===== config.mk =====
export PLATFORM = sky130hd
export DESIGN_NAME = microsequencer
export DESIGN_NICKNAME = d
export VERILOG_FILES = /design/src/rtl/microseq_pkg.sv /design/src/rtl/instr_encoder.sv /design/src/rtl/microsequencer.sv
export SDC_FILE = /design/constraint.sdc
export NUM_CORES = 1
export LEC_CHECK = 0
export BUFFER_PORTS_ARGS = -buffer_cell sky130_fd_sc_hd__clkbuf_2
export CAP_MARGIN = 20
export CORE_MARGIN = 5
export CORE_UTILIZATION = 33
export DETAILED_ROUTE_END_ITERATION = 6
export HOLD_SLACK_MARGIN = 0.08
export PLACE_DENSITY = 0.87
export REMOVE_ABC_BUFFERS = 1
export SYNTH_ARGS = -nofsm -noshare
export SYNTH_HDL_FRONTEND = slang
export SYNTH_SLANG_ARGS = --single-unit

===== constraint.sdc =====
create_clock -name clk -period 1.8 [get_ports clk]
set_clock_uncertainty 0.1 [all_clocks]
set_input_delay 0 -clock clk [delete_from_list [all_inputs] [get_ports clk]]
set_output_delay 0 -clock clk [all_outputs]
set_load 0.1 [all_outputs]

===== src/rtl/microseq_pkg.sv =====
// microseq_pkg: shared encodings, control-word field positions and dispatch targets for the microsequencer
package microseq_pkg;
    localparam logic [2:0] NS_INC   = 3'd0;
    localparam logic [2:0] NS_JMP   = 3'd1;
    localparam logic [2:0] NS_DISP  = 3'd2;
    localparam logic [2:0] NS_CBR   = 3'd3;
    localparam logic [2:0] NS_WAIT  = 3'd4;
    localparam logic [2:0] NS_CDISP = 3'd5;
    localparam logic [2:0] NS_CALL  = 3'd6;
    localparam logic [2:0] NS_RET   = 3'd7;

    localparam logic [1:0] CSEL_COND = 2'd0;
    localparam logic [1:0] CSEL_L    = 2'd1;
    localparam logic [1:0] CSEL_P    = 2'd2;
    localparam logic [1:0] CSEL_U    = 2'd3;

    localparam int NS_HI   = 44;
    localparam int NS_LO   = 42;
    localparam int INV_BIT = 41;
    localparam int CSEL_HI = 40;
    localparam int CSEL_LO = 39;
    localparam int CR_HI   = 6;
    localparam int CR_LO   = 0;

    localparam logic [6:0] ADDR_UNDEF     = 7'd0;
    localparam logic [6:0] ADDR_DP_ISHIFT = 7'd4;
    localparam logic [6:0] ADDR_DP_RSHIFT = 7'd6;
    localparam logic [6:0] ADDR_DP_IMM    = 7'd8;
    localparam logic [6:0] ADDR_LDR_IMM   = 7'd11;
    localparam logic [6:0] ADDR_LDR_REG   = 7'd13;
    localparam logic [6:0] ADDR_BRANCH    = 7'd40;
    localparam logic [6:0] ADDR_STR_IMM   = 7'd45;
    localparam logic [6:0] ADDR_STR_REG   = 7'd47;
    localparam logic [6:0] ADDR_BLOCK     = 7'd81;
endpackage


===== src/rtl/instr_encoder.sv =====
// instr_encoder: maps the instruction register to the microprogram start address of its class
//   ir   in  32  instruction register
//   addr out 7   dispatch target
module instr_encoder
    import microseq_pkg::*;
(
    input  logic [31:0] ir,
    output logic [6:0]  addr
);
    logic [2:0] op;
    logic       unused_ir;

    assign op        = ir[27:25];
    assign unused_ir = ^{ir[31:28], ir[24:21], ir[19:5], ir[3:0]};

    always_comb begin
        addr = op == 3'b000 ? (ir[4] ? ADDR_DP_RSHIFT : ADDR_DP_ISHIFT) :
               op == 3'b001 ? ADDR_DP_IMM :
               op == 3'b010 ? (ir[20] ? ADDR_LDR_IMM : ADDR_STR_IMM) :
               op == 3'b011 ? (ir[20] ? ADDR_LDR_REG : ADDR_STR_REG) :
               op == 3'b100 ? ADDR_BLOCK :
               op == 3'b101 ? ADDR_BRANCH : ADDR_UNDEF;
    end
endmodule


===== src/rtl/microsequencer.sv =====
// microsequencer: microprogram counter and next-address logic for the ARM control unit
//   clk, reset (sync, active-high); cw control word for current index; ir instruction;
//   cond_true condition test; moc memory complete; index uPC; stall wait hold; fault sticky timeout.
//   Define MICROSEQ_SUBR_EN to build the one-entry call/return register (ns=6/7).
module microsequencer
    import microseq_pkg::*;
#(
    parameter int         WAIT_LIMIT = 16,
    parameter logic [6:0] FAULT_ADDR = 7'd0
) (
    input  logic        clk,
    input  logic        reset,
    input  logic [44:0] cw,
    input  logic [31:0] ir,
    input  logic        cond_true,
    input  logic        moc,
    output logic [6:0]  index,
    output logic        stall,
    output logic        fault
);
    logic [2:0] ns;
    logic [1:0] csel;
    logic [6:0] cr, inc, disp, nxt;
    logic       sel, c, waiting, timeout;
    logic [7:0] wcnt;
    logic       unused_cw;

    assign ns        = cw[NS_HI:NS_LO];
    assign csel      = cw[CSEL_HI:CSEL_LO];
    assign cr        = cw[CR_HI:CR_LO];
    assign unused_cw = ^cw[38:7];
    assign inc       = index + 7'd1;

    instr_encoder u_enc (.ir(ir), .addr(disp));

    assign sel = csel == CSEL_COND ? cond_true :
                 csel == CSEL_L    ? ir[20] :
                 csel == CSEL_P    ? ir[24] : ir[23];
    assign c   = sel ^ cw[INV_BIT];

    assign waiting = ns == NS_WAIT && !moc;
    // moc on the limit cycle clears waiting, so it wins over the timeout
    assign timeout = waiting && wcnt == 8'(WAIT_LIMIT - 1);
    assign stall   = !reset && waiting;

`ifdef MICROSEQ_SUBR_EN
    logic [6:0] ret_addr;

    always_ff @(posedge clk) begin
        if (reset)
            ret_addr <= 7'd0;
        else if (ns == NS_CALL)
            ret_addr <= inc;
    end
`endif

    always_comb begin
        nxt = inc;
        case (ns)
            NS_JMP:   nxt = cr;
            NS_DISP:  nxt = disp;
            NS_CBR:   nxt = c ? cr : inc;
            NS_WAIT:  nxt = timeout ? FAULT_ADDR : moc ? inc : index;
            NS_CDISP: nxt = c ? disp : cr;
`ifdef MICROSEQ_SUBR_EN
            NS_CALL:  nxt = cr;
            NS_RET:   nxt = ret_addr;
`endif
            default:  nxt = inc;
        endcase
    end

    always_ff @(posedge clk) begin
        if (reset) begin
            index <= 7'd0;
            fault <= 1'b0;
            wcnt  <= 8'd0;
        end else begin
            index <= nxt;
            fault <= fault | timeout;
            wcnt  <= (waiting && !timeout) ? wcnt + 8'd1 : 8'd0;
        end
    end
endmodule


# Word-level counts from Yosys, hierarchy flattened

Cells that the tools add are included.

Flip-flop bits (word level): 16

Equality and inequality tests: 14
Reductions and logical operators: 10
Bitwise operators: 3
$add $sub $neg: 2
Muxes and demuxes: 17

Operator list:

| kind                  | count |
|---|---|
| $mux W7               | 9 |
| $pmux W7 S5           | 1 |
| $mux W6               | 3 |
| $eq A3 B2 Y1 const B  | 4 |
| $eq A3 B3 Y1 const B  | 4 |
| $add A8 B1 Y8 const B | 1 |
| $eq A8 B4 Y1 const B  | 1 |
| $add A7 B1 Y7 const B | 1 |
| $eq A3 B1 Y1 const B  | 2 |
| $logic_and A1 B1 Y1   | 4 |
| $logic_not A1 Y1      | 3 |
| $logic_not A3 Y1      | 1 |
| $mux W1               | 3 |
| $ne A3 B3 Y1 const B  | 1 |
| $eq A2 B1 Y1 const B  | 1 |
| $eq A2 B2 Y1 const B  | 1 |
| $logic_not A2 Y1      | 1 |
| $mux W2               | 1 |
| $reduce_or A2 Y1      | 1 |
| $not A1 Y1            | 1 |
| $or A1 B1 Y1          | 1 |
| $xor A1 B1 Y1         | 1 |

# Depth between registers and ports, before layout

Depth after elaboration: 9
Gate-level depth with buffers: 8
Mapped depth without buffers: 7

# Hierarchy

From an unflattened synthesis, not the netlist that was laid out.

Cells, all modules: 128
Area total of the unflattened synthesis: 1,036.0 um^2

By module, submodules not included:

| module         | seq. area each (um^2) | cells each | times used | area each (um^2) |
|---|---|---|---|---|
| microsequencer | 320.3                 | 113        | 1          | 944.7 |
| instr_encoder  | 0.0                   | 15         | 1          | 91.3 |

# Least setup slack after synthesis

No wires, ideal clock.

Path type: register -> register
Start: register index[0]
End: register index[6]
Data arrival time: 2.124 ns
Path slack: -0.498 ns
Cell stages (with the launch flop): 7
Clock period less this slack: 2.298 ns
Path buffers: 0
Cells stage by stage: dfxtp_1 ha_1 nand3_1 or2_2 nor3_1 a22oi_1 a31oi_1

Cells in the longest elaborated chain, start to end: 4
Elaborated cells between the ends (all ways): 5

RTL lines:

| element                | line                 | source |
|---|---|---|
| start, declared        | microsequencer.sv:17 | `output logic [6:0] index,` |
| start signal, assigned | microsequencer.sv:79 | `index <= nxt;` |
| $add A7 B1 Y7 *        | microsequencer.sv:32 | `assign inc = index + 7'd1;` |
| $mux W7 (2 in a row)   | microsequencer.sv:63 | `NS_WAIT: nxt = timeout ? FAULT_ADDR : moc ? inc : index;` |
| $pmux W7 S5 *          | microsequencer.sv:59 | `case (ns)` |

Mark *: on every way between the ends. The rest lies on a longest branch, timed or not. The select of a mux whose other input is x is not followed.
A chain may end at the register's enable or synchronous reset.

# Worst setup path after layout

Start: register wcnt[4]
End: register index[4]

Cells in the longest elaborated chain, start to end: 4
Elaborated cells between the ends (all ways): 5

RTL lines:

| element                | line                 | source |
|---|---|---|
| start, declared        | microsequencer.sv:25 | `logic [7:0] wcnt;` |
| start signal, assigned | microsequencer.sv:81 | `wcnt <= (waiting && !timeout) ? wcnt + 8'd1 : 8'd0;` |
| $eq A8 B4 Y1 *         | microsequencer.sv:43 | `assign timeout = waiting && wcnt == 8'(WAIT_LIMIT - 1);` |
| $logic_and A1 B1 Y1 *  | microsequencer.sv:43 |  |
| $mux W7                | microsequencer.sv:63 |  |
| $pmux W7 S5            | microsequencer.sv:59 |  |

Mark *: on every way between the ends. The rest lies on a longest branch, timed or not.

==> flow_metrics.env <==
export IMPL_worst_setup_path_end_kind="register"
export IMPL_die_y_um=65.42
export IMPL_dr_total_vias=1165
export IMPL_clockBufferDepth=2
export IMPL_swShare_pct=36.32
export IMPL_crit_family="simple AND/OR/NAND/NOR gates"
export IMPL_critical_path_max_fanout=5
export IMPL_setup_slack_ns=0.04336
export IMPL_p_per_area_nw_per_um2=614.9
export IMPL_slew_violations=0
export IMPL_hold_viol=0
export IMPL_power_frac_seq_pct=40.0
export IMPL_fin_cells=221
export IMPL_port_buffers=32
export IMPL_clkPwrFrac_pct=25.1
export IMPL_fin_setup_tns_ns=0
export IMPL_r2r_cells=8
export IMPL_ant_nets=0
export IMPL_final_net_count=272
export IMPL_crit_path_top_delay_cell="dfxtp_2"
export IMPL_drive_gt1_share_pct=40.96
export IMPL_finalSetupViolations=0
export IMPL_utilization_pct=52.25
export IMPL_htree_levels=1
export IMPL_num_antenna_cells=0
export IMPL_fmax_mhz=569.3
export IMPL_p_comb_share_pct=34.9
export IMPL_synth_cells=127
export IMPL_cts_root_buf="clkbuf_4"
export IMPL_dp_cells=204
export IMPL_hp_class="in2reg"
export IMPL_syn_avg_cell_area_um2=7.980
export IMPL_cts_tree="done"
export IMPL_overflow=0
export IMPL_path_cells="nor4_4 > buf_4 > nand3_2 > a22oi_2 > nand2_2 > buf_6 > a22oi_2 > a31oi_1"
export IMPL_drt_vias_per_instance=5.271
export IMPL_io_pins=90
export IMPL_yosysWarnings=0
export IMPL_hpwl_um=2170
export IMPL_totalWireLength_um=2978
export IMPL_initial_core_util_pct=33.75
export IMPL_hold_start="ir[20]"
export IMPL_period_minus_slack_ns=1.757
export IMPL_yosysUniqueCellTypes=39
export IMPL_rsz0062_at_grt="true"
export IMPL_max_cap_viol_count=0
export IMPL_numCtsBuffers=3
export IMPL_critPathLaunchType="register"
export IMPL_drtPass1Iterations=4
export IMPL_wl_per_cell_um=13.48
export IMPL_drtIter0Drc=58
export IMPL_synth_sequential_area_ratio_pct=31.60
export IMPL_drc=0
export IMPL_core_area_um2=3003
export IMPL_hold_depth=5
export IMPL_grt_pass1_wl_um=4781
export IMPL_fin_area_um2=1569
export IMPL_whs_endpoint="index[2]"
export IMPL_rr_startpoint="wcnt[4]"
export IMPL_tightestPinTransition_ns=0.5890
export IMPL_max_stage_delay_ns=0.35
export IMPL_outcome="finished clean"
export IMPL_die_x_um=65.42
export IMPL_place_area_um2=1313
export IMPL_maxSlewHeadroom_pct=60.74
export IMPL_grtUsageTotal_pct=14.07
export IMPL_place_congestion=0.8341
export IMPL_power_net_switching_mw=0.3504
export IMPL_place_ws_ns=-0.05789
export IMPL_ys_ff_latch=16
export IMPL_power_leakage_nw=0.6636
export IMPL_critPathKind="reg2reg"
export IMPL_grt_pass1_vias=1167
export IMPL_crit_arrival_ns=1.84
export IMPL_path_buf_inv=2
export IMPL_dieArea_um2=4279
export IMPL_rows=20
export IMPL_antenna_found_initial=0
export IMPL_grt_max_degree=11
export IMPL_ir_worst_vdd_v=0.0006610
export IMPL_cp_common_cell="a22oi_2"
export IMPL_clk_latency_ns=0.29
export IMPL_synth_area_um2=1013
export IMPL_cp_data_required_time_ns=1.88
export IMPL_timing_rr_end="index[4]"
export IMPL_area_growth_synth_to_final_pct=54.81
export IMPL_clock_sinks=16
export IMPL_cell_internal_pwr_mw=0.6143
export IMPL_clkTransAtPathRegs_ns=0.10
export IMPL_r2r_slack_ns=0.04
export IMPL_post_route_period_util_pct=97.59
-- cell usage in the layout (no fill, tap or decap), types with 4 or more instances in the layout --
cell and instances:
clkbuf_2 32, nor2_1 19, buf_4 14, nand2_1 13
dfxtp_1 13, dlygate4sd3_1 12, nand3_1 8, a21oi_1 7
nand2b_1 4, xnor2_1 4
-- registers in the layout (all words and copies together), names as in the netlist --
signal	cells
wcnt	8
index	7
fault	1
-- timing repair --
action,CTS,global route
setup buffers,0,1
setup endpoints to repair,6,7
gates cloned,0,0
endpoints found under the hold margin,10,0
hold buffers,12,0
pin swaps,4,7
resized for setup,5,18
-- layer usage --
metal	routed length (um)	track usage (%)
met1	1316	15.85
met5	0	0
met2	1489	25.79
met4	29	3.368
met3	142	4.103
-- final cells by class --
cell class	count	area (um2)
Multi-Input combinational cell	106	759.5
Timing Repair Buffer	59	396.6
Fill cell	295	1434
Inverter	3	11.26
Clock buffer	4	36.28
Tap cell	33	41.29
Sequential cell	16	324.1
-- synth_stat cells --
cell	n	area, um2
nand2b_1	4	25.02
or3_1	1	6.260
nand4b_1	1	8.760
ha_1	2	25.02
and3_1	2	12.51
a2111oi_0	1	8.760
a211oi_1	2	15.01
nor4_1	1	6.260
o22a_1	1	8.760
a41oi_2	1	16.27
a22oi_1	3	22.52
or2_2	2	12.51
inv_1	3	11.26
a41oi_1	1	8.760
mux2i_4	1	22.52
dfxtp_1	16	320.3
nor3_1	3	15.01
o32ai_1	1	8.760
a21boi_2	1	11.26
buf_1	1	3.750
nor3b_1	1	7.510
nand3_1	9	45.04
and2_1	2	12.51
nand3b_1	1	7.510
a311oi_4	1	26.28
nor2b_1	2	12.51
a21oi_1	10	50.05
o22ai_1	1	6.260
xnor2_1	4	35.03
a221oi_1	2	17.52
o21ai_0	1	5.000
clkbuf_1	1	3.750
nor2_1	20	75.07
a31oi_1	2	12.51
a21o_1	1	7.510
mux2i_1	3	30.03
mux2_2	1	11.26
nand2_1	14	52.55
xor2_1	3	26.28
-- worst reg2reg max path, cell delays in order, from the launching register on --
cell	delay, ns
dfxtp_2	0.35
nor4_4	0.27
buf_4	0.16
nand3_2	0.07
a22oi_2	0.19
nand2_2	0.14
buf_6	0.16
a22oi_2	0.11
a31oi_1	0.10
-- worst max path at each step --
stage          startpoint       end  cells after the start
5_1_grt           wcnt[4]  index[4]                      8
4_1_cts           wcnt[6]  index[0]                      8
2_1_floorplan    index[0]  index[6]                      6
6_report          wcnt[4]  index[4]                      8
3_3_place_gp      wcnt[4]  index[0]                      8
3_5_place_dp       cw[39]  index[3]                      7
-- power groups by stage --
| stage | Clock [mW] | Combinational [mW] | Sequential (mW) |
|---|---|---|---|
| finish | 0.242 | 0.337 | 0.385 |
| global route | 0.263 | 0.359 | 0.387 |
| CTS | 0.250 | 0.307 | 0.384 |
| detailed placement | 0 | 0.282 | 0.392 |
| global placement | 0 | 0.278 | 0.393 |
| floorplan | 0 | 0.0953 | 0.492 |
-- cell families (layout without fill, tap and decap cells) --
| logic type | Yosys count | after routing | synth area share (%) |
|---|---|---|---|
| xor+xnor | 7 | 7 | 6.050 |
| fa+ha+maj | 2 | 2 | 2.469 |
| buf+inv | 5 | 66 | 1.851 |
| mux | 5 | 5 | 6.296 |
| simple gates | 63 | 63 | 29.51 |
| flops | 16 | 16 | 31.61 |
| compound gates | 29 | 29 | 22.22 |
-- per-stage QoR --
stage,power [mW],hold WS (ns)
after global routing,1.009,0.1421
after CTS,0.9407,0.1087
after detailed placement,0.6746,0.1861
after global placement,0.6703,0.1808
final,0.9647,0.1214
after floorplan,0.5873,-0.03059
Note: power is estimated with default switching activity, not from simulation.
